## src/rtl/regfile_phased.sv

```systemverilog
// regfile_phased: phase-sequenced 32x32 register file with a registered read phase and a qualified write-back phase
module regfile_phased #(
    parameter int DATA_WIDTH  = 32,
    parameter int ADDR_WIDTH  = 5,
    parameter int NUM_PHASES  = 10,
    parameter int READ_PHASE  = 3,
    parameter int WRITE_PHASE = 9
) (
    input  logic                  clock,
    input  logic                  reset,
    input  logic [ADDR_WIDTH-1:0] rs1,
    input  logic [ADDR_WIDTH-1:0] rs2,
    input  logic [ADDR_WIDTH-1:0] rd,
    input  logic                  regWrite,
    input  logic [DATA_WIDTH-1:0] writeData,
    output logic [DATA_WIDTH-1:0] readData1,
    output logic [DATA_WIDTH-1:0] readData2,
    output logic [3:0]            phase
);
    localparam int NUM_REGS = 1 << ADDR_WIDTH;

    logic [3:0]            r_cont;
    logic [DATA_WIDTH-1:0] r_regs [NUM_REGS];
    logic [DATA_WIDTH-1:0] r_rdata1;
    logic [DATA_WIDTH-1:0] r_rdata2;
    logic [3:0]            w_cont_next;
    logic                  w_read_en;
    logic                  w_write_en;
    logic [DATA_WIDTH-1:0] w_rdata1;
    logic [DATA_WIDTH-1:0] w_rdata2;

    // Next phase, the sample/commit strobes and the x0-masked read operands
    always_comb begin
        w_cont_next = (r_cont == 4'(NUM_PHASES - 1)) ? 4'd0 : r_cont + 4'd1;
        w_read_en   = (r_cont == 4'(READ_PHASE));
        w_write_en  = (r_cont == 4'(WRITE_PHASE)) && regWrite && (rd != '0);
        w_rdata1    = (rs1 == '0) ? '0 : r_regs[rs1];
        w_rdata2    = (rs2 == '0) ? '0 : r_regs[rs2];
    end

    // Free-running phase counter shared in lockstep with the rest of the datapath
    always_ff @(posedge clock or negedge reset) begin
        if (!reset) r_cont <= 4'd0;
        else        r_cont <= w_cont_next;
    end

    // Register array in flops so the async reset clears every entry; x0 is never written
    always_ff @(posedge clock or negedge reset) begin
        if (!reset)          r_regs <= '{default: '0};
        else if (w_write_en) r_regs[rd] <= writeData;
    end

    // Operand latches: sampled only in the read phase, held for the rest of the instruction
    always_ff @(posedge clock or negedge reset) begin
        if (!reset) begin
            r_rdata1 <= '0;
            r_rdata2 <= '0;
        end else if (w_read_en) begin
            r_rdata1 <= w_rdata1;
            r_rdata2 <= w_rdata2;
        end
    end

    assign readData1 = r_rdata1;
    assign readData2 = r_rdata2;
    assign phase     = r_cont;
endmodule

```

## config.mk

```make
export PLATFORM = sky130hd
export DESIGN_NAME = regfile_phased
export DESIGN_NICKNAME = d
export VERILOG_FILES = /design/src/rtl/regfile_phased.sv
export SDC_FILE = /design/constraint.sdc
export NUM_CORES = 2
export LEC_CHECK = 0
export BUFFER_PORTS_ARGS = -buffer_cell sky130_fd_sc_hd__buf_2
export CORE_MARGIN = 2
export CORE_UTILIZATION = 35
export DETAILED_ROUTE_END_ITERATION = 10
export GPL_TIMING_DRIVEN = 0
export PLACE_DENSITY = 0.62
export RECOVER_POWER = 100
export REMOVE_ABC_BUFFERS = 1
export SETUP_SLACK_MARGIN = 0.05
export SYNTH_ARGS = -nofsm -noshare
export SYNTH_HDL_FRONTEND = slang
export SYNTH_SLANG_ARGS = --single-unit
```

## constraint.sdc

```tcl
create_clock -name clock -period 2.7 [get_ports clock]
set_clock_uncertainty 0.1 [all_clocks]
set_input_delay 0.27 -clock clock [delete_from_list [all_inputs] [get_ports clock]]
set_output_delay 0.27 -clock clock [all_outputs]
set_load 0.005 [all_outputs]
```

==> impl_metrics.toml <==
[grt]
antenna_found_initial = 5
grt.total_usage = 0.2092
grt_pass1_vias = 37218
grt_max_degree = 163
grt_overflow = 0
grt_pass1_wl_um = 260200

[clock_network]
cts_root_buf = "clkbuf_16"
numCtsBuffers = 115
h-tree-depth = 3
clock_path_buffers = 3
cts.sinks = 1092
clk_latency_ps = 730
cts_tree = "done"
path_clk_slew_ps = 60

[critical_path]
reg2regPathDepth = 8
r2r_end = "r_regs[280]$_DFFE_PN0P_"
crit_fanout = 10
crit_arrival_ps = 3140
critPathCaptureType = "register"
path_class = "reg2reg"
critPathLaunchType = "register"
reg2reg_slack_ps = 70
reg2reg_from = "phase[2]$_DFF_PN0_"
worstPathRequired_ps = 3200
critPathLaunch = "phase[2]$_DFF_PN0_"

[placement]
place.gp.congestion = 0.7249
dpl.cell_count = 5907
hpwlAfterDp_um = 111300
io_buffers = 117

[timing]
rsz0062_at_grt = "false"
finalCriticalPeriod_ps = 2635
finalSetupTns_ps = 0
fin_crit_sh = 0.9758
whs_ps = -4.968
worstMarginPinSlew_ps = 1312
slew_violations = 0
max_freq_mhz = 379.6
final_hold_viol_count = 2
maxSlewHeadroom = 0.1252
setup_viol = 0

[route]
via_per_inst = 5.890
wl_per_cell_um = 28.99
ant_nets = 0
dr_total_vias = 36411
detail_route.first_pass.iterations = 6
routed_wl_um = 179200
drt_iter0_markers = 3463
drc = 0

[logic_synthesis]
synth_warnings = 0
synth_top_area_cell = "dfrtp_1"
synthCells = 3928
synth-seq-area-share = 0.4751
synth-edff-count = 0
yosysTopAreaCellShare = 0.4751
synth-compound-area-share = 0.04880
syn_area_mm2 = 0.05751
async_flop_share = 1.000
ys_types = 58
synth_top_family_by_area = "multiplexers"
muxShareOfSynthArea = 0.4199
synth_xor_area_frac = 0.0001523
synth_area_per_cell_um2 = 14.64
synthAdderAreaFrac = 0
synthFlopType = "dfrtp_1"
ys_ff_latch = 1092
synth-simple-area-share = 0.01869
ys_top_cells_by_area = "dfrtp_1 (48%), mux2_2 (22%), mux4_2 (13%)"

[floorplan]
die-area_mm2 = 0.1676
fp-row-count = 148
die_w_um = 409.4
coreArea_mm2 = 0.1630
start_util = 0.3529
ioPinCount = 118
die_h_um = 409.4

[cells_and_area]
drive_gt1_frac = 0.4802
final_common_cell = "mux2_2"
diodes = 0
fillers = 15115
post-route-util = 0.4005
final_cells = 6182
area_growth_pct = 13.49
final_cell_mix = "mux2_2 (1124), dfrtp_1 (1089), mux4_2 (324)"
fin_nets = 3968

[power]
total_power_mw = 36.68
ir_drop_v = 0.0005200
power.leakage_nw = 29.91
power_density_mw_per_mm2 = 562.0

[run_status]
outcome = "complete, but fails checks"
violations = "negative hold slack"

[worst_hold_path]
hp-class = "in2async"

[job]
maxCapViolations = 0
## metal layers
layer	up-vias	GRT usage	share of wire
li1	15015	-	-
met1	19766	0.3015	0.45
met2	1285	0.3109	0.45
met3	343	0.04512	0.070
met4	2	0.07182	0.034
met5	-	0	0.000095
## synthesized netlist by cell type, types with 4 or more instances
cell / number
a2111oi_0: 30
a211oi_1: 32
a22o_1: 32
a22oi_1: 91
buf_1: 6
buf_2: 162
buf_4: 34
buf_6: 13
clkbuf_1: 220
dfrtp_1: 1092
mux2_1: 25
mux2_2: 1125
mux2_4: 90
mux2i_1: 255
mux4_2: 324
nand2_1: 38
nand2b_1: 36
nand3_1: 6
nand4_1: 6
nand4b_1: 6
nor2_1: 56
nor2b_1: 6
nor3_1: 4
nor3_2: 4
o2111ai_1: 30
o211ai_1: 30
o21ai_0: 5
o21ai_1: 28
o22ai_1: 93
or3_1: 5
## sequential cells by signal, summed over array words and instances (netlist names)
name / count
r_regs: 1024
readData1: 32
readData2: 32
phase: 4
## layout make-up
type / count / area [um^2] / share of cell area
well taps: 2175 / 2721 / 0.04169
flip-flops and latches: 1092 / 27330 / 0.4187
clock buffers: 168 / 3359 / 0.05147
clock inverters: 38 / 415.4 / 0.006364
inverters: 3 / 13.76 / 0.0002109
repair buffers: 313 / 3387 / 0.05189
multi-input cells: 2393 / 28040 / 0.4296
## cell families after synthesis
family,count (synthesis)
muxes,1819
DFF,1092
buffers and inverters,443
AOI/OAI and AO/OA,384
and+or+nand+nor,189
xor gates and xnor gates,1
## worst max-delay path by stage
stage                                end
2_1_floorplan  readData1[30]$_DFFE_PN0N_
6_report         r_regs[280]$_DFFE_PN0P_
5_1_grt        readData2[12]$_DFFE_PN0N_
3_5_place_dp   readData2[22]$_DFFE_PN0N_
3_3_place_gp     r_regs[521]$_DFFE_PN0P_
4_1_cts          r_regs[876]$_DFFE_PN0P_
## critical path, stage by stage, from the launching register on
cell and delay [ps]:
dfrtp_2 450, and4bb_4 390, buf_4 150, nand4_1 110, buf_4 190, clkbuf_1 140, nor2_4 190, clkbuf_4 400
mux2_2 390
## through the flow
| stage | cell area [um^2] | worst slack, ps |
|---|---|---|
| 3_3_place_gp | 58690 | -23190 |
| 5_1_grt | 65270 | 30.56 |
| 3_5_place_dp | 61670 | -1695 |
| 6_report | 65270 | 65.30 |
| 2_1_floorplan | 55380 | -1720 |
| 4_1_cts | 66190 | 57.15 |
## timing repair
action	4_1_cts	5_1_grt
gates resized for setup	20	10
endpoints found under the setup margin	918	136
gates cloned	1	3
hold buffers	5	0
buffers inserted	54	7
endpoints found under the hold margin	287	0
pin swaps	28	3
## power by group
part | leakage, nW | switching [mW] | internal (mW)
Sequential | 15.0 | 0.332 | 16.8
Clock | 1.86 | 6.82 | 9.32
Combinational | 13.0 | 2.01 | 1.39
Total | 29.9 | 9.16 | 27.5
Note: power is estimated with default switching activity, not from simulation.
